File: src/rtl/draw_scheduler_pkg.sv
// Shared types and constants for the draw scheduler: default pixel field widths,
// the scheduler state encoding and the index-width helper.
package draw_pkg;

    localparam int DRAW_X_W = 8;
    localparam int DRAW_Y_W = 7;
    localparam int DRAW_C_W = 3;

    typedef enum logic [2:0] {
        ST_IDLE,
        ST_HOLD,
        ST_ISSUE,
        ST_WAIT,
        ST_ADVANCE
    } sched_state_e;

    // Smallest width w >= 1 with 2**w >= n; used for client indices and the watchdog.
    function automatic int idx_width(input int n);
        int w;
        w = 1;
        for (int k = 1; k < 32; k++) begin
            if ((1 << w) < n) w = k + 1;
        end
        return w;
    endfunction

endpackage

File: src/rtl/draw_scheduler_if.sv
// Client-side start/done/pixel bus plus the single VGA adapter write port.
// The scheduler is the master; clients and the adapter sit on the slave side.
interface draw_scheduler_if import draw_pkg::*; #(
    parameter int NUM_CLIENTS = 8,
    parameter int X_W         = DRAW_X_W,
    parameter int Y_W         = DRAW_Y_W,
    parameter int C_W         = DRAW_C_W
);
    logic [NUM_CLIENTS-1:0]     start_out;
    logic [NUM_CLIENTS-1:0]     done_in;
    logic [NUM_CLIENTS-1:0]     plot_in;
    logic [NUM_CLIENTS*X_W-1:0] x_in;
    logic [NUM_CLIENTS*Y_W-1:0] y_in;
    logic [NUM_CLIENTS*C_W-1:0] colour_in;

    logic [X_W-1:0]             x_out;
    logic [Y_W-1:0]             y_out;
    logic [C_W-1:0]             colour_out;
    logic                       plot_out;

    modport master (
        output start_out, x_out, y_out, colour_out, plot_out,
        input  done_in, plot_in, x_in, y_in, colour_in
    );

    modport slave (
        input  start_out, x_out, y_out, colour_out, plot_out,
        output done_in, plot_in, x_in, y_in, colour_in
    );
endinterface

File: src/rtl/draw_scheduler_pick.sv
// Finds the lowest enabled client index, either from zero or strictly above
// the current index.
module draw_sched_pick import draw_pkg::*; #(
    parameter int NUM_CLIENTS = 8,
    parameter int IDX_W       = idx_width(NUM_CLIENTS)
) (
    input  logic [NUM_CLIENTS-1:0] mask_i,
    input  logic [IDX_W-1:0]       idx_i,
    input  logic                   from_start_i,
    output logic [IDX_W-1:0]       next_idx_o,
    output logic                   found_o
);

    // Scanning downwards lets the lowest qualifying index win the last assignment.
    always_comb begin
        next_idx_o = '0;
        found_o    = 1'b0;
        for (int i = NUM_CLIENTS - 1; i >= 0; i--) begin
            if (mask_i[i] && (from_start_i || (i > int'(idx_i)))) begin
                next_idx_o = IDX_W'(i);
                found_o    = 1'b1;
            end
        end
    end

endmodule

File: src/rtl/draw_scheduler.sv
// Round-robin-by-index draw scheduler: grants one client at a time with a
// start/done handshake and forwards the granted client's pixels to the VGA port.
module draw_scheduler import draw_pkg::*; #(
    parameter int NUM_CLIENTS = 8,
    parameter int X_W         = DRAW_X_W,
    parameter int Y_W         = DRAW_Y_W,
    parameter int C_W         = DRAW_C_W,
    parameter int TIMEOUT     = 32768,
    parameter int FRAME_SYNC  = 1,
    localparam int IDX_W      = idx_width(NUM_CLIENTS)
) (
    input  logic                   clk,
    input  logic                   reset,
    input  logic                   run,
    input  logic                   frame_tick,
    input  logic [NUM_CLIENTS-1:0] enable_mask,
    draw_scheduler_if.master       bus,
    output logic                   busy,
    output logic [IDX_W-1:0]       active_idx,
    output logic                   round_done,
    output logic [15:0]            round_count,
    output logic [NUM_CLIENTS-1:0] timeout_err
);

    localparam int              WD_W   = idx_width(TIMEOUT);
    localparam logic [WD_W-1:0] WD_MAX = WD_W'(TIMEOUT - 1);

    sched_state_e           state_q;
    logic [IDX_W-1:0]       idx_q;
    logic [WD_W-1:0]        wd_q;
    logic [NUM_CLIENTS-1:0] start_q;
    logic [X_W-1:0]         x_q;
    logic [Y_W-1:0]         y_q;
    logic [C_W-1:0]         colour_q;
    logic                   plot_q;
    logic                   round_done_q;
    logic [15:0]            round_count_q;
    logic [NUM_CLIENTS-1:0] err_q;

    logic [X_W-1:0]   sel_x;
    logic [Y_W-1:0]   sel_y;
    logic [C_W-1:0]   sel_colour;
    logic             sel_plot;
    logic             sel_done;
    logic [IDX_W-1:0] next_idx;
    logic             next_found;
    logic [IDX_W-1:0] first_idx;
    logic             first_found;

    draw_sched_pick #(.NUM_CLIENTS(NUM_CLIENTS), .IDX_W(IDX_W)) u_pick_next (
        .mask_i       (enable_mask),
        .idx_i        (idx_q),
        .from_start_i (1'b0),
        .next_idx_o   (next_idx),
        .found_o      (next_found)
    );

    draw_sched_pick #(.NUM_CLIENTS(NUM_CLIENTS), .IDX_W(IDX_W)) u_pick_first (
        .mask_i       (enable_mask),
        .idx_i        ('0),
        .from_start_i (1'b1),
        .next_idx_o   (first_idx),
        .found_o      (first_found)
    );

    // Only the granted client's fields reach the FSM; everyone else is invisible.
    always_comb begin
        sel_x      = '0;
        sel_y      = '0;
        sel_colour = '0;
        sel_plot   = 1'b0;
        sel_done   = 1'b0;
        for (int i = 0; i < NUM_CLIENTS; i++) begin
            if (idx_q == IDX_W'(i)) begin
                sel_x      = bus.x_in[i*X_W +: X_W];
                sel_y      = bus.y_in[i*Y_W +: Y_W];
                sel_colour = bus.colour_in[i*C_W +: C_W];
                sel_plot   = bus.plot_in[i];
                sel_done   = bus.done_in[i];
            end
        end
    end

    always_ff @(posedge clk) begin
        if (reset) begin
            state_q       <= ST_IDLE;
            idx_q         <= '0;
            wd_q          <= '0;
            start_q       <= '0;
            x_q           <= '0;
            y_q           <= '0;
            colour_q      <= '0;
            plot_q        <= 1'b0;
            round_done_q  <= 1'b0;
            round_count_q <= '0;
            err_q         <= '0;
        end else begin
            start_q      <= '0;
            round_done_q <= 1'b0;
            plot_q       <= 1'b0;
            case (state_q)
                ST_IDLE: begin
                    if (run && first_found) begin
                        if (FRAME_SYNC != 0) begin
                            state_q <= ST_HOLD;
                        end else begin
                            idx_q   <= first_idx;
                            state_q <= ST_ISSUE;
                        end
                    end
                end
                ST_HOLD: begin
                    if (!run) begin
                        state_q <= ST_IDLE;
                    end else if (frame_tick && first_found) begin
                        idx_q   <= first_idx;
                        state_q <= ST_ISSUE;
                    end
                end
                ST_ISSUE: begin
                    start_q <= NUM_CLIENTS'(1) << idx_q;
                    wd_q    <= '0;
                    state_q <= ST_WAIT;
                end
                ST_WAIT: begin
                    x_q      <= sel_x;
                    y_q      <= sel_y;
                    colour_q <= sel_colour;
                    plot_q   <= sel_plot;
                    // A completion in the final watchdog cycle still counts as success.
                    if (sel_done) begin
                        state_q <= ST_ADVANCE;
                    end else if (wd_q == WD_MAX) begin
                        err_q[idx_q] <= 1'b1;
                        state_q      <= ST_ADVANCE;
                    end else begin
                        wd_q <= wd_q + 1'b1;
                    end
                end
                ST_ADVANCE: begin
                    if (next_found) begin
                        if (run) begin
                            idx_q   <= next_idx;
                            state_q <= ST_ISSUE;
                        end else begin
                            state_q <= ST_IDLE;
                        end
                    end else begin
                        round_done_q  <= 1'b1;
                        round_count_q <= round_count_q + 16'd1;
                        if (run && first_found) begin
                            if (FRAME_SYNC != 0) begin
                                state_q <= ST_HOLD;
                            end else begin
                                idx_q   <= first_idx;
                                state_q <= ST_ISSUE;
                            end
                        end else begin
                            state_q <= ST_IDLE;
                        end
                    end
                end
                default: state_q <= ST_IDLE;
            endcase
        end
    end

    assign bus.start_out  = start_q;
    assign bus.x_out      = x_q;
    assign bus.y_out      = y_q;
    assign bus.colour_out = colour_q;
    assign bus.plot_out   = plot_q;

    assign busy        = (state_q == ST_ISSUE) || (state_q == ST_WAIT) || (state_q == ST_ADVANCE);
    assign active_idx  = idx_q;
    assign round_done  = round_done_q;
    assign round_count = round_count_q;
    assign timeout_err = err_q;

endmodule
File: src/flat_wrapper.sv
// flat-port wrapper written by rule: the top's interface ports become plain ports
module draw_scheduler_flat import draw_pkg::*;
#(
    parameter int NUM_CLIENTS = 8,
    parameter int X_W         = DRAW_X_W,
    parameter int Y_W         = DRAW_Y_W,
    parameter int C_W         = DRAW_C_W,
    parameter int TIMEOUT     = 32768,
    parameter int FRAME_SYNC  = 1,
    localparam int IDX_W      = idx_width(NUM_CLIENTS)
)
  (clk, reset, run, frame_tick, enable_mask, busy, active_idx, round_done, round_count, timeout_err, bus_start_out, bus_x_out, bus_y_out, bus_colour_out, bus_plot_out, bus_done_in, bus_plot_in, bus_x_in, bus_y_in, bus_colour_in);
  draw_scheduler_if #(.NUM_CLIENTS(NUM_CLIENTS), .X_W(X_W), .Y_W(Y_W), .C_W(C_W)) bus_i ();
  input  logic clk;
  input  logic reset;
  input  logic run;
  input  logic frame_tick;
  input  logic [NUM_CLIENTS-1:0] enable_mask;
  output logic busy;
  output logic [IDX_W-1:0] active_idx;
  output logic round_done;
  output logic [15:0] round_count;
  output logic [NUM_CLIENTS-1:0] timeout_err;
  output wire logic [$bits(bus_i.start_out)-1:0] bus_start_out;
  output wire logic [$bits(bus_i.x_out)-1:0] bus_x_out;
  output wire logic [$bits(bus_i.y_out)-1:0] bus_y_out;
  output wire logic [$bits(bus_i.colour_out)-1:0] bus_colour_out;
  output wire logic [$bits(bus_i.plot_out)-1:0] bus_plot_out;
  input wire logic [$bits(bus_i.done_in)-1:0] bus_done_in;
  input wire logic [$bits(bus_i.plot_in)-1:0] bus_plot_in;
  input wire logic [$bits(bus_i.x_in)-1:0] bus_x_in;
  input wire logic [$bits(bus_i.y_in)-1:0] bus_y_in;
  input wire logic [$bits(bus_i.colour_in)-1:0] bus_colour_in;
  assign bus_start_out = bus_i.start_out;
  assign bus_x_out = bus_i.x_out;
  assign bus_y_out = bus_i.y_out;
  assign bus_colour_out = bus_i.colour_out;
  assign bus_plot_out = bus_i.plot_out;
  assign bus_i.done_in = bus_done_in;
  assign bus_i.plot_in = bus_plot_in;
  assign bus_i.x_in = bus_x_in;
  assign bus_i.y_in = bus_y_in;
  assign bus_i.colour_in = bus_colour_in;
  draw_scheduler #(.NUM_CLIENTS(NUM_CLIENTS), .X_W(X_W), .Y_W(Y_W), .C_W(C_W), .TIMEOUT(TIMEOUT), .FRAME_SYNC(FRAME_SYNC)) u_core (.clk(clk), .reset(reset), .run(run), .frame_tick(frame_tick), .enable_mask(enable_mask), .bus(bus_i), .busy(busy), .active_idx(active_idx), .round_done(round_done), .round_count(round_count), .timeout_err(timeout_err));
endmodule
File: config.mk
export PLATFORM = sky130hd
export DESIGN_NAME = draw_scheduler_flat
export DESIGN_NICKNAME = d
export VERILOG_FILES = /design/src/rtl/draw_scheduler_pkg.sv /design/src/rtl/draw_scheduler_if.sv /design/src/rtl/draw_scheduler_pick.sv /design/src/rtl/draw_scheduler.sv /design/src/flat_wrapper.sv
export SDC_FILE = /design/constraint.sdc
export NUM_CORES = 1
export LEC_CHECK = 0
export ABC_AREA = 1
export BUFFER_PORTS_ARGS = -buffer_cell sky130_fd_sc_hd__buf_2
export CAP_MARGIN = 20
export CORE_ASPECT_RATIO = 1.75
export CORE_UTILIZATION = 41
export CTS_BUF_LIST = sky130_fd_sc_hd__clkbuf_8
export CTS_CLUSTER_SIZE = 24
export DETAILED_ROUTE_END_ITERATION = 10
export PLACE_DENSITY_LB_ADDON = 0.05
export SLEW_MARGIN = 20
export SYNTH_ARGS = -nofsm -noshare
export SYNTH_HDL_FRONTEND = slang
export SYNTH_SLANG_ARGS = --single-unit
File: constraint.sdc
create_clock -name clk -period 2.25 [get_ports clk]
set_input_delay 0.3375 -clock clk [delete_from_list [all_inputs] [get_ports clk]]
set_output_delay 0.3375 -clock clk [all_outputs]
set_load 0.01 [all_outputs]
# ---- Word-level counts from Yosys, hierarchy flattened
# Index checks and enable logic that the tools add are counted.
# Widths: inputs -> output; s select.
dict set report op_classes {
  n_addsub 2
  magnitude_cmp 9
  eq_ne 21
  n_shift 1
  muxes 90
  bitwise 6
  n_reduce_logical 24
}
# operator n
set ops {}
lappend ops {{$mux 3} 33}
lappend ops {{$mux 8} 8}
lappend ops {{$mux 7} 8}
lappend ops {{$mux 1} 34}
lappend ops {{$mux 15} 2}
lappend ops {{$pmux 15 s2} 1}
lappend ops {{$add 16x1->16 const B} 1}
lappend ops {{$add 15x1->15 const B} 1}
lappend ops {{$eq 15x15->1 const B} 1}
lappend ops {{$eq 3x3->1 const B} 5}
lappend ops {{$pmux 3 s5} 1}
lappend ops {{$eq 3x2->1 const B} 4}
lappend ops {{$gt 3x3->1 const A} 4}
lappend ops {{$logic_and 1x1->1} 10}
lappend ops {{$reduce_and 3->1} 3}
lappend ops {{$ne 2x2->1 const B} 4}
lappend ops {{$or 8x8->8} 1}
lappend ops {{$shl 1x3->8 const A} 1}
lappend ops {{$eq 3x1->1 const B} 2}
lappend ops {{$gt 2x3->1 const A} 2}
lappend ops {{$logic_not 3->1} 2}
lappend ops {{$ne 2x1->1 const B} 3}
lappend ops {{$pmux 3 s2} 1}
lappend ops {{$reduce_or 2->1} 3}
lappend ops {{other kinds (12)} 18}
dict set report word_totals {
  reg_bits 73
  output_inout_bits 56
  word_cells 164
}

# ---- Logic depth before layout (Yosys ltp)
# Gate-level depths: netlist of run 1.
dict set report depth {
  depth_word 12
  depth_mapped 14
}

# ---- Hierarchy
# A second synthesis of run 1 with hierarchy kept.
dict set report unflattened {
  hier_cells 766
  hier_area_um2 4730.8
}
# mod instances cells_per_inst area_each_um2 seq_area_each_um2
set by_module_without_submodules {}
lappend by_module_without_submodules {draw_scheduler 1 686 4365.4 1461.4}
lappend by_module_without_submodules {draw_sched_pick 2 40 182.7 0.0}

# ---- Least setup slack after synthesis of run 1
# No wires, ideal clock.
dict set report synth_path {
  path_type {flip-flop to flip-flop}
  startpoint {register u_core.wd_q[0]}
  endpoint {register u_core.wd_q[6]}
  setup_time_ps 116
  arrival_time_ps 1626
  setup_slack_ps 508
  stages_incl_launch_ff 12
  path_buffers 1
  synth_period_minus_slack_ps 1742
  path_cell_list {dfxtp_1 > ha_1 > nand3_2 > nor2_2 > nand3_1 > nor2_2 > nand4_4 > nand3_4 > nand2_4 > buf_6 > o21ai_0 > nor2_1}
}
dict set report synth_via {
  elab_chain_cells 4
  word_cells_on_any_way 7
}
# element line
set synth_lines {}
lappend synth_lines {{start: declaration} draw_scheduler.sv:30} ;# logic [WD_W-1:0] wd_q;
lappend synth_lines {{start signal: assignment} draw_scheduler.sv:137} ;# wd_q <= wd_q + 1'b1;
lappend synth_lines {{$add 15x1->15} draw_scheduler.sv:137}
lappend synth_lines {{$mux 15} draw_scheduler.sv:133} ;# end else if (wd_q == WD_MAX) begin
lappend synth_lines {{$mux 15} draw_scheduler.sv:131} ;# if (sel_done) begin
lappend synth_lines {{$pmux 15 s2} draw_scheduler.sv:101} ;# case (state_q)
# Several ways; a longest one is shown, not always the timed one. The select of a mux whose other input is x is not followed.
# A chain may end at the register's enable or synchronous reset.

# ---- Worst setup path after layout of run 1
dict set report layout_path {
  startpoint {register u_core.idx_q[1] (netlist: u_core.active_idx[1])}
  endpoint {register u_core.round_count_q[5] (netlist: u_core.round_count[5])}
}
dict set report layout_via {
  elab_chain_cells 11
  word_cells_on_any_way 23
}
# element line
set layout_lines {}
lappend layout_lines {{start: declaration} draw_scheduler.sv:29} ;# logic [IDX_W-1:0] idx_q;
lappend layout_lines {{start signal: assignment} draw_scheduler.sv:107} ;# idx_q <= first_idx;
lappend layout_lines {{start signal: assignment} draw_scheduler.sv:116} ;# idx_q <= first_idx;
lappend layout_lines {{start signal: assignment} draw_scheduler.sv:143} ;# idx_q <= next_idx;
lappend layout_lines {{$gt 3x3->1} draw_scheduler_pick.sv:19} ;# if (mask_i[i] && (from_start_i || (i > int'(idx_i)))) begin
lappend layout_lines {{$logic_and 1x1->1} draw_scheduler_pick.sv:19}
lappend layout_lines {{$mux 1 (6 in series)} draw_scheduler_pick.sv:19}
lappend layout_lines {{$mux 1 (*)} draw_scheduler_pick.sv:19}
lappend layout_lines {{$not 1->1 (no line) (*)} n/a}
lappend layout_lines {{$reduce_and 2->1 (no line) (*)} n/a}
lappend layout_lines {{end signal: assignment} draw_scheduler.sv:150} ;# round_count_q <= round_count_q + 16'd1;
lappend layout_lines {{end: declaration} draw_scheduler.sv:37} ;# logic [15:0] round_count_q;
# Mark *: on every way between the ends. The rest lies on a longest branch, timed or not.

==> flow_metrics.env, run 1 <==
export IMPL_p_per_area_mw_per_mm2=627.0
export IMPL_fp_dieH_um=142.1
export IMPL_hold_viol_final=0
export IMPL_drt_iter0_drc=342
export IMPL_die_area_mm2=0.01167
export IMPL_use_met2=0.5394
export IMPL_ir_worst_vdd_mv=0.3657
export IMPL_met1_usage=0.3346
export IMPL_avgSynthCellArea_um2=6.151
export IMPL_hp_start="bus_colour_in[20]"
export IMPL_antenna_found_initial=2
export IMPL_post_cts_buffers=0
export IMPL_start_util=0.4251
export IMPL_dp_cells=1092
export IMPL_die_w_um=82.08
export IMPL_cts_root_buf="clkbuf_8"
export IMPL_final_nets=1147
export IMPL_synth_distinct_cells=42
export IMPL_fmaxAchievable_ghz=0.4904
export IMPL_tns_ns=0
export IMPL_cts_repair_resized=0
export IMPL_r2r_setup_slack_ns=0.21
export IMPL_final_max_slew_viol_count=0
export IMPL_grtUsageTotal=0.3106
export IMPL_rsz0062_at_grt="false"
export IMPL_layout_drive_gt1_share=0.2955
export IMPL_cts_sinks=73
export IMPL_period_needed_ns=2.039
export IMPL_routabilityCongestion=0.9148
export IMPL_holdCritPathClass="in2reg"
export IMPL_cts_hold_buf=0
export IMPL_outcome="completed"
export IMPL_fin_cells=1110
export IMPL_num_vias=5881
export IMPL_grt_pass1_wl_mm=27.45
export IMPL_grt_overflow=0
export IMPL_finClkSkew_ns=0.01073
export IMPL_p_leak_nw=2.920
export IMPL_drt_wl_total_mm=17.63
export IMPL_path_class="reg2reg"
export IMPL_clk_path_buf_depth=2
export IMPL_worst_pin_slew_ns=0.6432
export IMPL_route_antenna_remaining_nets=0
export IMPL_h_tree_depth=3
export IMPL_synthCells=748
export IMPL_setup_viol=0
export IMPL_worstRegToRegCells=9
export IMPL_io_pin_count=228
export IMPL_yosysTopAreaCellShare=0.3177
export IMPL_synth_fp_nets=922
export IMPL_worstPathArrival_ns=2.28
export IMPL_cts_tree="yes"
export IMPL_drc=0
export IMPL_grt_busiest_layer="met2"
export IMPL_io_buffers=227
export IMPL_grt_use_met3=0.04744
export IMPL_worstSetupStartpointType="flop"
export IMPL_ys_seq_area_frac=0.3177
export IMPL_min_period_over_period=0.9064
export IMPL_num_rows=50
export IMPL_synth_area_top_cells="dfxtp_1, nand2_1, nor2_1"
export IMPL_crit_path_start="u_core.active_idx[1]"
export IMPL_max_cap_viol_count=0
export IMPL_synth_largest_area_cell="dfxtp_1"
export IMPL_cp_end_kind="flop"
export IMPL_ys_seq_elements=73
export IMPL_place_hpwl_mm=13.64
export IMPL_cp_max_fo=13
export IMPL_cp_required_ns=2.49
export IMPL_fillers=1128
export IMPL_cts_buffers_inserted=9
export IMPL_reg2reg_from="u_core.active_idx[1]"
export IMPL_clk_pin_slew_worst_paths_ns=0.08
export IMPL_vias_per_cell=5.298
export IMPL_design_core_area_mm2=0.01082
export IMPL_fin_hold_ws_ns=0.2578
export IMPL_yosys_warnings=0
export IMPL_wire_per_inst_um=15.88
export IMPL_hold_path_depth=3
export IMPL_grt_pass1_vias=5843
export IMPL_grt_max_degree=39
export IMPL_slew_headroom=0.5672
export IMPL_area_growth_pct=32.80
export IMPL_drtPass1Iterations=6
export IMPL_clkLatencyLatePin_ns=0.37
export IMPL_syn_area_mm2=0.004601
## worst paths after layout
check	end
worst max-delay path	u_core.round_count[5]
worst min-delay path	u_core.bus.colour_out[2]
worst max register to register	u_core.round_count[5]
worst min register to register	u_core.timeout_err[3]
## area by class of cell
class	count	area, um^2	share of cell area
clock buffer	9	123.9	0.02027
multi-input combinational	574	2725	0.4460
sequential	73	1461	0.2392
inverter	69	259.0	0.04239
antenna	2	5.005	0.0008192
clock inverter	7	93.84	0.01536
timing repair buffer	246	1279	0.2093
tap	130	162.7	0.02662
## through the flow
| stage | total power, mW | util | worst slack, ns | cell area [um^2] |
|---|---|---|---|---|
| after floorplan | 2.251 | - | 0.5081 | 4601 |
| after global placement | 2.663 | 0.5439 | 0.3193 | 5887 |
| after detailed placement | 2.689 | 0.5439 | 0.2153 | 5887 |
| after CTS | 3.846 | 0.5640 | 0.2042 | 6105 |
| after global routing | 4.059 | 0.5645 | 0.008817 | 6110 |
| final | 3.831 | 0.5645 | 0.2106 | 6110 |
## cells in the mapped netlist, drive strengths merged
master	instances
dfxtp	73
xnor2	4
nor2	103
a22oi	4
o32ai	1
nand3	42
nor3	15
nand4	31
a21oi	66
ha	2
and3	1
xor2	5
o211ai	2
a211oi	2
nand2	233
nor3b	3
nor4	6
inv	69
o21bai	1
clkbuf	21
nand3b	4
o21a	1
buf	11
a41oi	1
o21ai	46
a31oi	1
## flip-flops by register name, summed over array words and instances (netlist names), 3 cells and up
signal                 cells
u_core.wd_q               15
u_core.timeout_err         8
u_core.round_count        16
u_core.bus.x_out           8
u_core.bus.y_out           7
u_core.active_idx          3
u_core.state_q             3
u_core.bus.colour_out      3
u_core.bus.start_out       8
## where the power goes
group	switching, mW	total, mW	internal (mW)
Clock	0.534	1.16	0.624
Combinational	0.734	1.18	0.444
Sequential	0.102	1.49	1.39
## layer usage
metal / wire (um) / vias up
met1: 6660 / 2618
met3: 1286 / 65
li1: - / 2891
met2: 8674 / 307
met4: 1007 / 0
met5: 0 / -
## worst max-delay path, cell delays in order, from the launching register on
cell	delay [ns]
dfxtp_1	0.52
nor2_1	0.15
nand2_1	0.12
inv_2	0.14
a21oi_2	0.24
nand3_4	0.12
inv_2	0.20
nand2_1	0.14
nor3_1	0.22
nor3_2	0.07
## cell usage in the layout, fill, tap and decap left out, types with 11 or more instances in the layout
cell type / instances
a21oi_1: 64
buf_4: 19
inv_1: 62
nor3_1: 11
nand3_1: 38
dfxtp_1: 73
nand4_1: 30
o21ai_0: 37
nor2_1: 98
buf_2: 227
nand2_1: 230
## cells by family (layout without fill, tap and decap cells)
kind of cell	after synthesis	after routing	synth area share
compound gates	125	125	0.1474
xor+xnor	9	9	0.01713
fa+ha+maj	2	2	0.005438
buf+inv	101	331	0.09056
flops	73	73	0.3176
other cells	0	2	0
simple gates	438	438	0.4218
(Power assumes the default switching activity.)
==> run 2: changes to the inputs <==
==> constraint.sdc (replaced) <==
create_clock -name clk -period 2.25 [get_ports clk]
set_input_delay 0.1125 -clock clk [delete_from_list [all_inputs] [get_ports clk]]
set_output_delay 0.1125 -clock clk [all_outputs]
set_load 0.01 [all_outputs]
==> run 2 against run 1 <==
Wire length is 0.11% lower. Register-to-register slack got worse by 0.02 ns. Flip-flop and latch count is the same. Die area is the same. Critical path type unchanged.
==> flow_metrics.env, run 2 (synthesized netlist as in run 1, its figures left out) <==
export IMPL_antenna_found_initial=0
export IMPL_grt_overflow=0
export IMPL_drt_wl_total_mm=17.61
export IMPL_hold_viol_final=0
export IMPL_min_period_over_period=0.9163
export IMPL_die_area_mm2=0.01167
export IMPL_fin_hold_ws_ns=0.07095
export IMPL_holdCritPathClass="in2reg"
export IMPL_worstPathArrival_ns=2.31
export IMPL_final_max_slew_viol_count=0
export IMPL_h_tree_depth=3
export IMPL_cts_tree="yes"
export IMPL_ff_latch_area_mm2=0.001463
export IMPL_grt_pass1_wl_mm=26.92
export IMPL_rsz0062_at_grt="false"
export IMPL_worst_slack_ns=0.1884
export IMPL_vias_per_cell=5.221
export IMPL_final_nets=1148
export IMPL_final_cell_mix="nand2_1, buf_2, nor2_1"
export IMPL_fmaxAchievable_ghz=0.4851
export IMPL_final_area_mm2=0.006105
export IMPL_p_leak_nw=2.934
export IMPL_drc=0
export IMPL_tns_ns=0
export IMPL_cp_end_kind="flop"
export IMPL_total_power_mw=3.760
export IMPL_use_met2=0.5337
export IMPL_cts_buffers_inserted=9
export IMPL_setup_viol=0
export IMPL_io_buffers=227
export IMPL_design_core_area_mm2=0.01082
export IMPL_p_per_area_mw_per_mm2=615.9
export IMPL_multiInputGateArea_mm2=0.002725
export IMPL_layout_commonest_cell="nand2_1"
export IMPL_fillers=1102
export IMPL_fp_dieH_um=142.1
export IMPL_cts_hold_buf=0
export IMPL_largest_reg_flops=16
export IMPL_worst_pin_slew_ns=0.6197
export IMPL_diodes=0
export IMPL_max_cap_viol_count=0
export IMPL_io_pin_count=228
export IMPL_post_place_ws_ns=0.2065
export IMPL_num_vias=5790
export IMPL_cts_sinks=73
export IMPL_finClkSkew_ns=0.007731
export IMPL_path_class="reg2reg"
export IMPL_place_hpwl_mm=13.61
export IMPL_worstSetupStartpointType="flop"
export IMPL_dp_cells=1093
export IMPL_num_rows=50
export IMPL_fin_cells=1109
export IMPL_clk_path_buf_depth=2
export IMPL_met1_usage=0.3179
export IMPL_ir_worst_vdd_mv=0.3947
export IMPL_die_w_um=82.08
export IMPL_grtUsageTotal=0.3074
export IMPL_wire_per_inst_um=15.88
export IMPL_grt_use_met3=0.09423
export IMPL_placed_cell_area_mm2=0.005894
export IMPL_area_growth_pct=32.69
export IMPL_routabilityCongestion=0.9587
export IMPL_clk_pin_slew_worst_paths_ns=0.08
export IMPL_slew_headroom=0.5864
export IMPL_cp_required_ns=2.50
export IMPL_route_antenna_remaining_nets=0
export IMPL_clkLatencyLatePin_ns=0.36
export IMPL_cp_max_fo=15
export IMPL_start_util=0.4251
export IMPL_period_needed_ns=2.062
export IMPL_grt_max_degree=39
export IMPL_grt_busiest_layer="met2"
export IMPL_post_route_util=0.5640
export IMPL_drt_iter0_drc=280
export IMPL_layout_drive_gt1_share=0.2952
export IMPL_grt_pass1_vias=5679
export IMPL_outcome="completed"
export IMPL_cts_root_buf="clkbuf_8"
export IMPL_drtPass1Iterations=5
## run 2: changes by cell type in the layout (fill, tap and decap cells not counted)
cell / before / now
inv_1: 62 / 64
clkbuf_8: 9 / 12
inv_6: 1 / 0
diode_2: 2 / 0
dfxtp_1: 73 / 72
bufinv_16: 2 / 1
buf_4: 19 / 20
dfxtp_2: 0 / 1
inv_2: 7 / 6
clkinvlp_4: 2 / 0
## run 2: cell type report
class                   count  share of cell area
multi-input cells         574              0.4464
repair buffers            247              0.2107
flip-flops and latches     73              0.2396
clock inverters             4            0.006969
clock buffers              12             0.02705
well taps                 130             0.02664
inverters                  69             0.04263
## run 2: worst paths after layout
check | start | endpoint | slack, ns | cells after the start
worst min register to register | u_core.timeout_err[6] | u_core.timeout_err[6] | 0.45 | 2
worst max register to register | u_core.active_idx[2] | u_core.wd_q[2] | 0.19 | 11
worst min-delay path | bus_plot_in[5] | u_core.bus.plot_out | 0.07 | 3
worst max-delay path | u_core.active_idx[2] | u_core.wd_q[2] | 0.19 | 11
## run 2: where the power goes
part,switching [mW],internal [mW],total [mW]
registers,0.101,1.39,1.49
clock network,0.485,0.594,1.08
logic,0.739,0.448,1.19
total,1.32,2.44,3.76
## run 2: repair_timing
action	CTS	global route
setup endpoints to repair	0	1
setup buffers	0	0
gates resized for setup	0	2
## run 2: critical path, cell delays in order, from the launching register on
cell and delay (ns):
dfxtp_1 0.36, buf_4 0.16, nand2_2 0.10, nor2_1 0.14, buf_4 0.24, nor2_1 0.09
nand2_2 0.11, nand3_4 0.11, nand2_4 0.19, clkinv_2 0.23, nor2_1 0.15, nor2_1 0.06
## run 2: layer usage
| metal | vias up | part of all wire |
|---|---|---|
| met5 | - | 0 |
| met4 | 0 | 0.042 |
| met3 | 57 | 0.084 |
| met2 | 257 | 0.50 |
| met1 | 2583 | 0.38 |
| li1 | 2893 | - |
